<file path="src/rtl/sram_pkg.sv">
// Shared types and constants for the SRAM bank.
package sram_pkg;

  typedef enum logic [1:0] {
    ST_IDLE   = 2'd0,
    ST_DECODE = 2'd1,
    ST_PULSE  = 2'd2,
    ST_RESP   = 2'd3
  } sram_state_t;

  // Edges from the start of the handshake cycle to rsp_valid.
  localparam int unsigned SRAM_LAT = 3;
  localparam int unsigned BYTE_W   = 8;

endpackage

</file>
<file path="src/rtl/sram_bank_if.sv">
// Request/response bus of the SRAM bank.
interface sram_bank_if #(
  parameter int unsigned WORD_BYTES = 4,
  parameter int unsigned DEPTH      = 16
);
  localparam int unsigned ADDR_W = (DEPTH > 1) ? $clog2(DEPTH) : 1;
  localparam int unsigned DATA_W = 8 * WORD_BYTES;

  logic                  req_valid;
  logic                  req_ready;
  logic                  req_write;
  logic [ADDR_W-1:0]     req_addr;
  logic [DATA_W-1:0]     req_wdata;
  logic [WORD_BYTES-1:0] req_be;
  logic                  rsp_valid;
  logic                  rsp_ready;
  logic [DATA_W-1:0]     rsp_rdata;
  logic                  rsp_err;

  modport master (
    output req_valid, req_write, req_addr, req_wdata, req_be, rsp_ready,
    input  req_ready, rsp_valid, rsp_rdata, rsp_err
  );

  modport slave (
    input  req_valid, req_write, req_addr, req_wdata, req_be, rsp_ready,
    output req_ready, rsp_valid, rsp_rdata, rsp_err
  );

endinterface

</file>
<file path="src/rtl/sram_word.sv">
// One storage word: byte-enabled write on write pulse, gated read on read pulse.
module sram_word
  import sram_pkg::*;
#(
  parameter int unsigned WORD_BYTES = 4
) (
  input  logic                         clk,
  input  logic                         rst_n,
  input  logic                         word_line,
  input  logic                         write_pulse,
  input  logic                         read_pulse,
  input  logic [WORD_BYTES-1:0]        be,
  input  logic [BYTE_W*WORD_BYTES-1:0] wdata,
  output logic [BYTE_W*WORD_BYTES-1:0] rdata_c
);

  logic [WORD_BYTES-1:0][BYTE_W-1:0] mem_q;

  // Byte storage; only enabled bytes change when this word is pulsed.
  always_ff @(posedge clk or negedge rst_n) begin
    if (!rst_n) begin
      mem_q <= '0;
    end else if (word_line && write_pulse) begin
      for (int i = 0; i < WORD_BYTES; i++) begin
        if (be[i]) begin
          mem_q[i] <= wdata[i*BYTE_W +: BYTE_W];
        end
      end
    end
  end

  // Drive the word onto the shared read bus only while selected and read-pulsed.
  always_comb begin
    rdata_c = '0;
    if (word_line && read_pulse) begin
      rdata_c = mem_q;
    end
  end

endmodule

</file>
<file path="src/rtl/sram_bank.sv">
// Single-port SRAM bank: one request in flight, IDLE/DECODE/PULSE/RESP sequencing.
module sram_bank
  import sram_pkg::*;
#(
  parameter int unsigned WORD_BYTES = 4,
  parameter int unsigned DEPTH      = 16
) (
  input  logic        clk,
  input  logic        rst_n,
  sram_bank_if.slave  bus
);

  localparam int unsigned ADDR_W = (DEPTH > 1) ? $clog2(DEPTH) : 1;
  localparam int unsigned AEXT_W = ADDR_W + 1;
  localparam int unsigned DATA_W = BYTE_W * WORD_BYTES;

  sram_state_t state_q, state_d;

  logic                  req_ready_q, req_ready_d;
  logic                  rsp_valid_q, rsp_valid_d;
  logic [DATA_W-1:0]     rsp_rdata_q, rsp_rdata_d;
  logic                  rsp_err_q,   rsp_err_d;
  logic                  lat_en;

  logic                  wr_q;
  logic [ADDR_W-1:0]     addr_q;
  logic [DATA_W-1:0]     wdata_q;
  logic [WORD_BYTES-1:0] be_q;
  logic                  in_range_q;
  logic                  in_range_c;

  logic                  wl_active_c;
  logic                  write_pulse_c;
  logic                  read_pulse_c;
  logic [DEPTH-1:0]      word_line_c;
  logic [DATA_W-1:0]     word_rdata [DEPTH];
  logic [DATA_W-1:0]     rd_word_c;

  assign in_range_c = ({1'b0, bus.req_addr} < AEXT_W'(DEPTH));

  // State and registered response outputs.
  always_ff @(posedge clk or negedge rst_n) begin
    if (!rst_n) begin
      state_q     <= ST_IDLE;
      req_ready_q <= 1'b1;
      rsp_valid_q <= 1'b0;
      rsp_rdata_q <= '0;
      rsp_err_q   <= 1'b0;
    end else begin
      state_q     <= state_d;
      req_ready_q <= req_ready_d;
      rsp_valid_q <= rsp_valid_d;
      rsp_rdata_q <= rsp_rdata_d;
      rsp_err_q   <= rsp_err_d;
    end
  end

  // Next state and next registered outputs.
  always_comb begin
    state_d     = state_q;
    req_ready_d = req_ready_q;
    rsp_valid_d = rsp_valid_q;
    rsp_rdata_d = rsp_rdata_q;
    rsp_err_d   = rsp_err_q;
    lat_en      = 1'b0;
    case (state_q)
      ST_IDLE: begin
        if (bus.req_valid && req_ready_q) begin
          state_d     = ST_DECODE;
          req_ready_d = 1'b0;
          lat_en      = 1'b1;
        end
      end
      ST_DECODE: begin
        state_d = ST_PULSE;
      end
      ST_PULSE: begin
        state_d     = ST_RESP;
        rsp_valid_d = 1'b1;
        rsp_err_d   = !in_range_q;
        rsp_rdata_d = (!wr_q && in_range_q) ? rd_word_c : '0;
      end
      ST_RESP: begin
        if (bus.rsp_ready) begin
          state_d     = ST_IDLE;
          req_ready_d = 1'b1;
          rsp_valid_d = 1'b0;
          rsp_rdata_d = '0;
          rsp_err_d   = 1'b0;
        end
      end
      default: begin
        state_d = ST_IDLE;
      end
    endcase
  end

  // Latch request fields on handshake; bus changes afterwards are ignored.
  always_ff @(posedge clk or negedge rst_n) begin
    if (!rst_n) begin
      wr_q       <= 1'b0;
      addr_q     <= '0;
      wdata_q    <= '0;
      be_q       <= '0;
      in_range_q <= 1'b0;
    end else if (lat_en) begin
      wr_q       <= bus.req_write;
      addr_q     <= bus.req_addr;
      wdata_q    <= bus.req_wdata;
      be_q       <= bus.req_be;
      in_range_q <= in_range_c;
    end
  end

  // Word-line decode and single-cycle pulses; out-of-range requests touch nothing.
  always_comb begin
    wl_active_c   = ((state_q == ST_DECODE) || (state_q == ST_PULSE)) && in_range_q;
    write_pulse_c = (state_q == ST_PULSE) && in_range_q && wr_q;
    read_pulse_c  = (state_q == ST_PULSE) && in_range_q && !wr_q;
    word_line_c   = '0;
    for (int i = 0; i < DEPTH; i++) begin
      word_line_c[i] = wl_active_c && (addr_q == ADDR_W'(i));
    end
  end

  // Storage array, one word per address.
  for (genvar g = 0; g < DEPTH; g++) begin : g_word
    sram_word #(.WORD_BYTES(WORD_BYTES)) u_word (
      .clk         (clk),
      .rst_n       (rst_n),
      .word_line   (word_line_c[g]),
      .write_pulse (write_pulse_c),
      .read_pulse  (read_pulse_c),
      .be          (be_q),
      .wdata       (wdata_q),
      .rdata_c     (word_rdata[g])
    );
  end

  // At most one word drives a non-zero value, so OR-reduce the read bus.
  always_comb begin
    rd_word_c = '0;
    for (int i = 0; i < DEPTH; i++) begin
      rd_word_c = rd_word_c | word_rdata[i];
    end
  end

  assign bus.req_ready = req_ready_q;
  assign bus.rsp_valid = rsp_valid_q;
  assign bus.rsp_rdata = rsp_rdata_q;
  assign bus.rsp_err   = rsp_err_q;

endmodule
</file>
<file path="src/flat_wrapper.sv">
// flat-port wrapper written by rule: the top's interface ports become plain ports
module sram_bank_flat import sram_pkg::*;
#(
  parameter int unsigned WORD_BYTES = 4,
  parameter int unsigned DEPTH      = 16
)
  (clk, rst_n, bus_req_valid, bus_req_write, bus_req_addr, bus_req_wdata, bus_req_be, bus_rsp_ready, bus_req_ready, bus_rsp_valid, bus_rsp_rdata, bus_rsp_err);
  sram_bank_if #(.WORD_BYTES(WORD_BYTES), .DEPTH(DEPTH)) bus_i ();
  input  logic clk;
  input  logic rst_n;
  input wire logic [$bits(bus_i.req_valid)-1:0] bus_req_valid;
  input wire logic [$bits(bus_i.req_write)-1:0] bus_req_write;
  input wire logic [$bits(bus_i.req_addr)-1:0] bus_req_addr;
  input wire logic [$bits(bus_i.req_wdata)-1:0] bus_req_wdata;
  input wire logic [$bits(bus_i.req_be)-1:0] bus_req_be;
  input wire logic [$bits(bus_i.rsp_ready)-1:0] bus_rsp_ready;
  output wire logic [$bits(bus_i.req_ready)-1:0] bus_req_ready;
  output wire logic [$bits(bus_i.rsp_valid)-1:0] bus_rsp_valid;
  output wire logic [$bits(bus_i.rsp_rdata)-1:0] bus_rsp_rdata;
  output wire logic [$bits(bus_i.rsp_err)-1:0] bus_rsp_err;
  assign bus_i.req_valid = bus_req_valid;
  assign bus_i.req_write = bus_req_write;
  assign bus_i.req_addr = bus_req_addr;
  assign bus_i.req_wdata = bus_req_wdata;
  assign bus_i.req_be = bus_req_be;
  assign bus_i.rsp_ready = bus_rsp_ready;
  assign bus_req_ready = bus_i.req_ready;
  assign bus_rsp_valid = bus_i.rsp_valid;
  assign bus_rsp_rdata = bus_i.rsp_rdata;
  assign bus_rsp_err = bus_i.rsp_err;
  sram_bank #(.WORD_BYTES(WORD_BYTES), .DEPTH(DEPTH)) u_core (.clk(clk), .rst_n(rst_n), .bus(bus_i));
endmodule
</file>
<file path="config.mk">
export PLATFORM = sky130hd
export DESIGN_NAME = sram_bank_flat
export DESIGN_NICKNAME = d
export VERILOG_FILES = /design/src/rtl/sram_pkg.sv /design/src/rtl/sram_bank_if.sv /design/src/rtl/sram_word.sv /design/src/rtl/sram_bank.sv /design/src/flat_wrapper.sv
export SDC_FILE = /design/constraint.sdc
export NUM_CORES = 1
export LEC_CHECK = 0
export ABC_CLOCK_PERIOD_IN_PS = 2780
export CAP_MARGIN = 5
export CORE_UTILIZATION = 60
export CTS_CLUSTER_SIZE = 25
export DETAILED_ROUTE_END_ITERATION = 8
export HOLD_SLACK_MARGIN = 0.1
export PLACE_DENSITY = 0.89
export SLEW_MARGIN = 0
export SYNTH_ARGS = -nofsm -noshare
export SYNTH_HDL_FRONTEND = slang
export SYNTH_SLANG_ARGS = --single-unit
</file>
<file path="constraint.sdc">
create_clock -name clk -period 2.78 [get_ports clk]
set_clock_uncertainty 0.1 [all_clocks]
set_input_delay 0.556 -clock clk [delete_from_list [all_inputs] [get_ports clk]]
set_output_delay 0.556 -clock clk [all_outputs]
set_load 0.01 [all_outputs]
</file>
# [Word-level counts from Yosys, hierarchy flattened]
# Cells that the tools add are included.
[totals] register_bits=591 wordCells=267
[classes] n_bitwise=15 n_mux=30 n_eq_ne=20 n_reduce_logical=128
[op_table] cell="$mux 32" n=18
[op_table] cell="$or 32x32->32" n=15
[op_table] cell="$reduce_and 2->1" n=66
[op_table] cell="$pmux 32 s2" n=1
[op_table] cell="$logic_and 1x1->1" n=54
[op_table] cell="$eq 4x4->1 const B" n=8
[op_table] cell="$eq 4x3->1 const B" n=4
[op_table] cell="$eq 4x2->1 const B" n=2
[op_table] cell="$pmux 2 s4" n=1
[op_table] cell="$pmux 1 s2" n=3
[op_table] cell="$mux 1" n=5
[op_table] cell="$eq 2x2->1 const B" n=2
[op_table] cell="$eq 4x1->1 const B" n=1
[op_table] cell="$logic_not 4->1" n=1
[op_table] cell="$mux 2" n=2
[op_table] cell="$reduce_bool 2->1" n=2
[op_table] cell="$reduce_and 3->1" n=1
[op_table] cell="$eq 2x1->1 const B" n=1
[op_table] cell="$logic_not 1->1" n=2
[op_table] cell="$logic_not 2->1" n=1
[op_table] cell="$ne 2x1->1 const B" n=1
[op_table] cell="$ne 2x2->1 const B" n=1
[op_table] cell="$logic_or 1x1->1" n=1

# [Longest topological paths before layout]
# Gate-level depths: netlist of the first run.
[depth] depth_word=23 depth_mapped=11

# [Cells and area by module]
# Synthesis of the first run repeated with hierarchy kept, for this count alone.
[hier_totals] cells_unflattened=2089 area_unflattened_um2=26985.9
[by_module_without_submodules] mod="sram_word" instances=16 seq_area_each_um2=800.8 area_each_um2=1431.4 cells_per_inst=107
[by_module_without_submodules] mod="sram_bank" instances=1 seq_area_each_um2=1978.1 area_each_um2=4083.9 cells_per_inst=377

# [Worst setup path after synthesis of the first run]
# Ideal clock, no wire load.
[synth_path] path_type="register to register" start="register u_core.state_q[0]" end="register u_core.rsp_rdata_q[11], in the netlist u_core.bus.rsp_rdata[11]" t_arrival_ps=2080 setup_slack_ps=461 t_required_ps=2541 n_path_buf=3 path_stages_with_launch=11 synth_period_minus_slack_ps=2319 path_cell_list="dfrtp_1 -> inv_1 -> ha_1 -> clkbuf_1 -> and4b_1 -> clkbuf_1 -> nand3_1 -> clkbuf_1 -> nor2_1 -> a2111oi_0 -> a21oi_1"
[synth_via] elab_chain_len=23 elab_cells_between_ends=75 cone_classes="4 x eq/ne; 18 x mux; 15 x bitwise; 38 x reduce/logical"
[synth_lines] element="start: declaration" line="sram_bank.sv:17" text="sram_state_t state_q, state_d;"
[synth_lines] element="start signal: assignment" line="sram_bank.sv:50" text="state_q <= state_d;"
[synth_lines] element="$eq 2x1->1 or $eq 2x2->1 (tied branches)" line="sram_bank.sv:117, sram_bank.sv:66, sram_bank.sv:119"
[synth_lines] element="$logic_or 1x1->1" line="sram_bank.sv:117" text="wl_active_c = ((state_q == ST_DECODE) || (state_q == ST_PULSE)) && in_range_q;"
[synth_lines] element="$logic_and 1x1->1" line="sram_bank.sv:117"
[synth_lines] element="$logic_and 1x1->1" line="sram_bank.sv:122" text="word_line_c[i] = wl_active_c && (addr_q == ADDR_W'(i));"
[synth_lines] element="$logic_and 1x1->1" line="sram_word.sv:35" text="if (word_line && read_pulse) begin"
[synth_lines] element="$mux 32" line="sram_word.sv:35"
[synth_lines] element="$or 32x32->32 (15 in a row)" line="sram_bank.sv:144" text="rd_word_c = rd_word_c | word_rdata[i];"
[synth_lines] element="$mux 32" line="sram_bank.sv:81" text="rsp_rdata_d = (!wr_q && in_range_q) ? rd_word_c : '0;"
[synth_lines] element="$pmux 32 s2" line="sram_bank.sv:66" text="case (state_q)"
[synth_lines] element="end signal: assignment" line="sram_bank.sv:53" text="rsp_rdata_q <= rsp_rdata_d;"
[synth_lines] element="end: declaration" line="sram_bank.sv:21" text="logic [DATA_W-1:0] rsp_rdata_q, rsp_rdata_d;"
# Several ways; a longest one is shown, not always the timed one.
# A chain may end at the register's enable or synchronous reset.

# [Final worst setup path of the first run]
[layout_path] start="register u_core.state_q[1]" end="register u_core.rsp_rdata_q[18], in the netlist u_core.bus.rsp_rdata[18]"
# Same word-level chain as after synthesis.

==> impl_metrics.csv, run 1 <==
group,metric,value,unit
place,preCtsSetupSlack,0.0111,ns
synthesis,synthTopCellsByCount,"dfrtp_1 (590), mux2_2 (579), mux2i_1 (121)",
hold_path,min_to,"u_core.g_word[10].u_word.mem_q[26]",
route,drc,0,
clocking,clk_path_buf_depth,3,
synthesis,synthDistinctLibCells,61,
synthesis,syn_area,26800,sq um
clocking,worstSkewPairLatency,0.62,ns
timing,hold_viol,0,
clocking,cts_tree,"yes",
floorplan,die_h,213,microns
floorplan,initial_utilization,0.607,
critical_path,cp.arrival,3.20,ns
critical_path,crit_path_end_kind,"flip-flop",
route,wl_per_cell,27.3,microns
pwr,p_leak,14.2,nW
synthesis,synth_seq_cells,591,
hold_path,hold_class,"reg2reg",
place,gp_routability_congestion,0.923,
place,place_area,28700,sq um
timing,rsz0062_at_grt,"false",
critical_path,r2r-start,"u_core.state_q[1]",
synthesis,syn-instance-count,1977,
grt,antenna_found_initial,0,
grt,grt_max_degree,80,
clocking,cts_sinks,591,
grt,grt_usage,0.332,
floorplan,coreArea,44100,sq um
run,cap_violations,0,
clocking,cts.reportedPaths.clkPinSlew,0.06,ns
synthesis,synthFlopType,"dfrtp_1",
critical_path,start_kind,"flip-flop",
synthesis,yosysTopAreaCellShare,0.551,
floorplan,pin_count,80,
pwr,power_density,543,nW/um^2
synthesis,yosysWarnings,0,
hold_path,min_from,"u_core.g_word[10].u_word.mem_q[26]",
synthesis,synth.net_count,2025,
pwr,p_sw,3.48,mW
clocking,htreeDepth,2,
pwr,internal_power,13.1,mW
timing,setup_violations,0,
timing,relSlewSlack,0.321,
hold_path,min_path_cells,1,
layout,fin_nets,2127,
place,place_hpwl,47600,microns
status,outcome,"complete, no violations",
layout,drive_gt1_frac,0.393,
route,drt_iter0_markers,2171,
pwr,p_seq_frac,0.517,
timing,finalSetupTns,0,ns
synthesis,yosysSeqAreaShare,0.552,
layout,n_fill_cell,2863,
synthesis,synth_edf_count,0,
synthesis,post-synth-top-area-cell,"dfrtp_1",
layout,final_cell_area,30600,sq um
critical_path,cp.required,3.21,ns
pwr,p_total,16.6,mW
critical_path,path_class,"reg2reg",
route,via_count,18200,
layout,layout.cells.non_filler,2715,
timing,fmax,0.362,GHz
layout,antenna_cells,0,
timing,tightest_slew,0.998,ns
timing,report.final.slew_viol_count,0,
synthesis,synthArstFlopShare,1.00,
synthesis,netlist_top_cells_area,"dfrtp_1 (55%), mux2_2 (24%), mux2i_1 (4.5%)",
floorplan,dieArea,45500,sq um
route,vias_per_cell,6.72,
critical_path,reg2reg_depth,7,
timing,period_share,0.994,
timing,fin_ws,0.0156,ns
place,post-place-cells,2611,
clocking,postCtsSetupBuffers,0,
route,dr.pass1.iters,7,
critical_path,cp_max_fo,18,
pwr,pwr-share-clk,0.467,
grt,grt-ovfl-total,0,
timing,min_period,2.76,ns
pwr,combPwrFrac,0.016,
grt,first_global_vias,18900,
synthesis,syn_avg_cell_area,13.5,sq um
critical_path,reg2reg_to,"u_core.bus.rsp_rdata[18]",
pwr,switching_share,0.209,
pwr,ir_drop,510,uV
place,port-buffer-count,79,
route,ant_nets,0,
route,wl,74000,microns
floorplan,rows,77,
floorplan,die_x,213,microns
clocking,cts-root-buf,"clkbuf_16",
critical_path,reg2reg_slack,0.02,ns
synthesis,yosysMostFrequentCell,"dfrtp_1",
grt,grt_pass1_wl,113000,microns
layout,syn_to_final_growth,14.2,%
clocking,cts_buffers,57,
timing,whs,0.395,ns
layout,final_util,0.693,
==> flip-flops by register name (all words and copies together), names as in the netlist, 2 cells and up <==
signal,flops
u_core.addr_q,4
u_core.be_q,4
u_core.bus.rsp_rdata,32
u_core.g_word.u_word.mem_q,512
u_core.state_q,2
u_core.wdata_q,32
==> worst max path at each step <==
stage | startpoint | to | depth (start not counted) | slack (ns)
after floorplan | u_core.state_q[0] | u_core.bus.rsp_rdata[11] | 10 | 0.46
after global placement | u_core.state_q[0] | u_core.g_word[15].u_word.mem_q[5] | 7 | 0.05
after detailed placement | bus_rsp_ready | u_core.bus.rsp_rdata[18] | 7 | 0.01
after CTS | u_core.state_q[0] | u_core.g_word[13].u_word.mem_q[10] | 7 | 0.02
after global routing | u_core.state_q[1] | u_core.bus.rsp_rdata[18] | 7 | 0.001
final | u_core.state_q[1] | u_core.bus.rsp_rdata[18] | 7 | 0.02
==> power groups by stage <==
stage | Sequential, mW | Clock (mW) | Combinational [mW]
after global routing | 8.60 | 8.13 | 0.297
final | 8.60 | 7.76 | 0.261
after global placement | 8.76 | 0 | 0.263
after CTS | 8.60 | 7.80 | 0.271
after detailed placement | 8.76 | 0 | 0.268
after floorplan | 8.76 | 0 | 0.000919
==> metal layers <==
| metal | GRT usage | part of all wire | vias up |
|---|---|---|---|
| li1 | - | - | 7505 |
| met3 | 0.0781 | 0.097 | 260 |
| met5 | 0 | 0 | - |
| met2 | 0.514 | 0.47 | 1009 |
| met4 | 0.153 | 0.045 | 0 |
| met1 | 0.446 | 0.39 | 9466 |
==> cell usage in the layout, fill, tap and decap left out, types with 6 or more instances in the layout <==
| master | netlist | final |
|---|---|---|
| a2111oi_0 | 8 | 7 |
| a211oi_1 | 9 | 9 |
| a21oi_1 | 56 | 56 |
| a221oi_1 | 9 | 9 |
| a22o_1 | 6 | 6 |
| a22oi_1 | 50 | 50 |
| a2bb2oi_1 | 10 | 10 |
| a31oi_1 | 8 | 8 |
| a32oi_1 | 9 | 9 |
| and3_1 | 8 | 8 |
| buf_12 | 0 | 13 |
| buf_4 | 5 | 79 |
| clkbuf_1 | 86 | 17 |
| clkbuf_16 | 0 | 59 |
| clkbuf_8 | 0 | 15 |
| clkdlybuf4s50_1 | 0 | 78 |
| clkinv_2 | 0 | 8 |
| dfrtp_1 | 590 | 586 |
| inv_1 | 7 | 7 |
| mux2_1 | 13 | 13 |
| mux2_2 | 579 | 579 |
| mux2i_1 | 121 | 120 |
| mux4_2 | 14 | 14 |
| nand2_1 | 87 | 87 |
| nand2_2 | 17 | 17 |
| nand3_1 | 16 | 13 |
| nand3_2 | 17 | 20 |
| nor2_1 | 58 | 57 |
| nor3_1 | 17 | 14 |
| o21ai_0 | 39 | 39 |
| o22ai_1 | 8 | 8 |
| o2bb2ai_1 | 25 | 25 |
==> cells by family after synthesis <==
| family | after synthesis | share of synthesized area |
|---|---|---|
| AOI/OAI and AO/OA | 269 | 0.0705 |
| and+or+nand+nor | 251 | 0.0482 |
| DFF | 591 | 0.552 |
| buffers and inverters | 136 | 0.0215 |
| muxes | 727 | 0.306 |
| adders and majority gates | 3 | 0.00140 |
==> timing repair <==
action,in CTS,in global routing
endpoints found under the hold margin,52,0
hold buffers,1,0
setup endpoints to repair,4,59
resized for setup,1,5
==> cell type report <==
type                            count  area (sq um)  area share
Sequential cell                   591         14800       0.484
Multi-Input combinational cell   1250         11500       0.376
Clock buffer                       91          1750      0.0571
Timing Repair Buffer              172          1660      0.0542
Tap cell                          592           741      0.0242
Clock inverter                     12           118     0.00385
Inverter                            7          26.3    0.000859
==> worst max-delay path, stage by stage (launching register included) <==
cell,delay [ns]
dfrtp_1,0.39
ha_1,0.41
mux2i_4,0.90
buf_4,0.32
nand2_1,0.12
o21ai_0,0.11
a211oi_1,0.08
a32oi_1,0.24
Power figures use the tool's default switching activity.
==> inputs of run 2 (changes only) <==
--- a/config.mk
+++ b/config.mk
@@ -7,11 +7,11 @@
 export LEC_CHECK = 0
 export ABC_CLOCK_PERIOD_IN_PS = 2780
 export CAP_MARGIN = 5
-export CORE_UTILIZATION = 60
-export CTS_CLUSTER_SIZE = 25
+export CORE_UTILIZATION = 62
+export CTS_CLUSTER_SIZE = 30
 export DETAILED_ROUTE_END_ITERATION = 8
 export HOLD_SLACK_MARGIN = 0.1
-export PLACE_DENSITY = 0.89
+export PLACE_DENSITY = 0.91
 export SLEW_MARGIN = 0
 export SYNTH_ARGS = -nofsm -noshare
 export SYNTH_HDL_FRONTEND = slang
==> run 2 against run 1 <==
  * The flow now finishes with violations (negative setup slack)
  * Routed wire length is 2.0% higher
  * Critical path depth is 3 lower
  * Hold slack worse by 0.0072 ns
  * Non-clock buffer count is 1 lower
  * Largest cell class unchanged
  * Largest power group unchanged
  * Highest routed layer unchanged
==> impl_metrics.csv, run 2 (synthesis gave the netlist of run 1 again) <==
group,metric,value,unit
status,outcome,"finished with violations",
status,violations,"negative setup slack",
critical_path,crit_path_end_kind,"flip-flop",
layout,layout_common_cells,"dfrtp_1 (586), mux2_2 (579), mux2i_1 (120)",
timing,rsz0062_at_grt,"true",
clocking,cts-root-buf,"clkbuf_16",
pwr,ir_drop,436,uV
layout,n_fill_cell,2549,
timing,setup_violations,8,
floorplan,pin_count,80,
pwr,power_density,567,nW/um^2
grt,grt_pass1_wl,116000,microns
floorplan,coreArea,42200,sq um
route,wl_per_cell,28.4,microns
clocking,worstSkewPairLatency,0.64,ns
critical_path,crit_slowest_cell,"dfrtp_4",
floorplan,dieArea,44000,sq um
timing,min_period,2.80,ns
run,cap_violations,0,
critical_path,path_buf_inv,0,
place,place_hpwl,47800,microns
route,drc,0,
grt,antenna_found_initial,0,
place,preCtsSetupSlack,0.0395,ns
critical_path,crit_path_start,"u_core.addr_q[1]",
place,post-place-cells,2557,
pwr,p_leak,14.3,nW
grt,first_global_vias,19300,
route,dr.pass1.iters,6,
clocking,cts_buffers,58,
floorplan,die_h,210,microns
grt,grt-ovfl-total,0,
layout,largest_reg_flops,512,
route,wl_met1,28500,microns
critical_path,cp.arrival,3.21,ns
floorplan,rows,75,
route,drt_iter0_markers,2263,
place,port-buffer-count,79,
pwr,p_total,17.4,mW
critical_path,max_stage_delay,0.73,ns
layout,final_util,0.727,
route,via_count,18400,
critical_path,path_class,"reg2reg",
floorplan,die_x,210,microns
timing,period_share,1.01,
critical_path,crit_chain,"and2_1, and3_1, nand2_1, mux2_2",
critical_path,cp.required,3.19,ns
layout,drive_gt1_frac,0.397,
timing,relSlewSlack,0.255,
layout,final_common_cell,"dfrtp_1",
clocking,cts.reportedPaths.clkPinSlew,0.06,ns
route,wl,75500,microns
hold_path,hold_class,"reg2reg",
layout,syn_to_final_growth,14.6,%
critical_path,crit_family,"simple AND/OR/NAND/NOR gates",
hold_path,min_from,"u_core.g_word[2].u_word.mem_q[23]",
grt,grt_max_degree,85,
route,vias_per_cell,6.91,
clocking,postCtsSetupBuffers,0,
critical_path,cp_max_fo,25,
clocking,clk_path_buf_depth,3,
critical_path,start_kind,"flip-flop",
timing,fin_ws,-0.0216,ns
grt,grt_usage,0.349,
clocking,cts_tree,"yes",
critical_path,r2r-start,"u_core.addr_q[1]",
timing,fmax,0.357,GHz
clocking,htreeDepth,2,
route,ant_nets,0,
layout,layout.cells.non_filler,2664,
route,wl_met3,7640,microns
timing,hold_viol,0,
route,top_layer,"met4",
timing,report.final.slew_viol_count,0,
layout,regMostFlops,"u_core.g_word.u_word.mem_q",
clocking,cts_sinks,591,
route,route.met2.wl,35600,microns
timing,tightest_slew,1.12,ns
place,gp_routability_congestion,0.945,
floorplan,initial_utilization,0.634,
layout,fin_nets,2127,
-- run 2: repair_timing --
action                     CTS  global route
hold buffers                 1             0
hold endpoints to repair    49             0
resized for setup            0             7
setup endpoints to repair    0            73
-- run 2: layout make-up --
type,instances,area (sq um),area share
diodes,1,2.50,0.0000816
clock buffers,87,1780,0.0582
clock inverters,18,298,0.00971
inverters,7,26.3,0.000856
multi-input cells,1250,11500,0.374
flip-flops and latches,591,14800,0.482
well taps,539,674,0.0220
repair buffers,171,1610,0.0526
-- run 2: path summary, 6_finish.rpt --
check                                                    end  slack (ns)  cells past startpoint
min                        u_core.g_word[2].u_word.mem_q[23]        0.39                      1
max in group asynchronous   u_core.g_word[4].u_word.mem_q[0]        1.29                      3
max reg2reg                u_core.g_word[3].u_word.mem_q[18]       -0.02                      4
min reg2reg                u_core.g_word[2].u_word.mem_q[23]        0.39                      1
max                        u_core.g_word[3].u_word.mem_q[18]       -0.02                      4
min in group asynchronous  u_core.g_word[2].u_word.mem_q[24]        0.40                      2
-- run 2: where the power goes --
part	total (mW)	internal, mW	switching, mW
Combinational	0.260	0.0801	0.180
Clock	8.54	5.15	3.39
Sequential	8.60	8.60	0
Total	17.4	13.8	3.57
-- run 2: layer usage --
metal,track usage,up-vias
met5,0,-
met4,0.181,0
met3,0.0884,288
met2,0.545,1164
met1,0.455,9441
li1,-,7506
-- run 2: per-stage QoR --
stage	hold WS, ns	cell area (sq um)	setup TNS (ns)
final	0.388	30700	-0.0686
after global routing	0.406	30700	-0.0191
after CTS	0.393	30700	0
after detailed placement	0.379	28600	0
after global placement	0.369	28600	0
after floorplan	0.160	26800	0
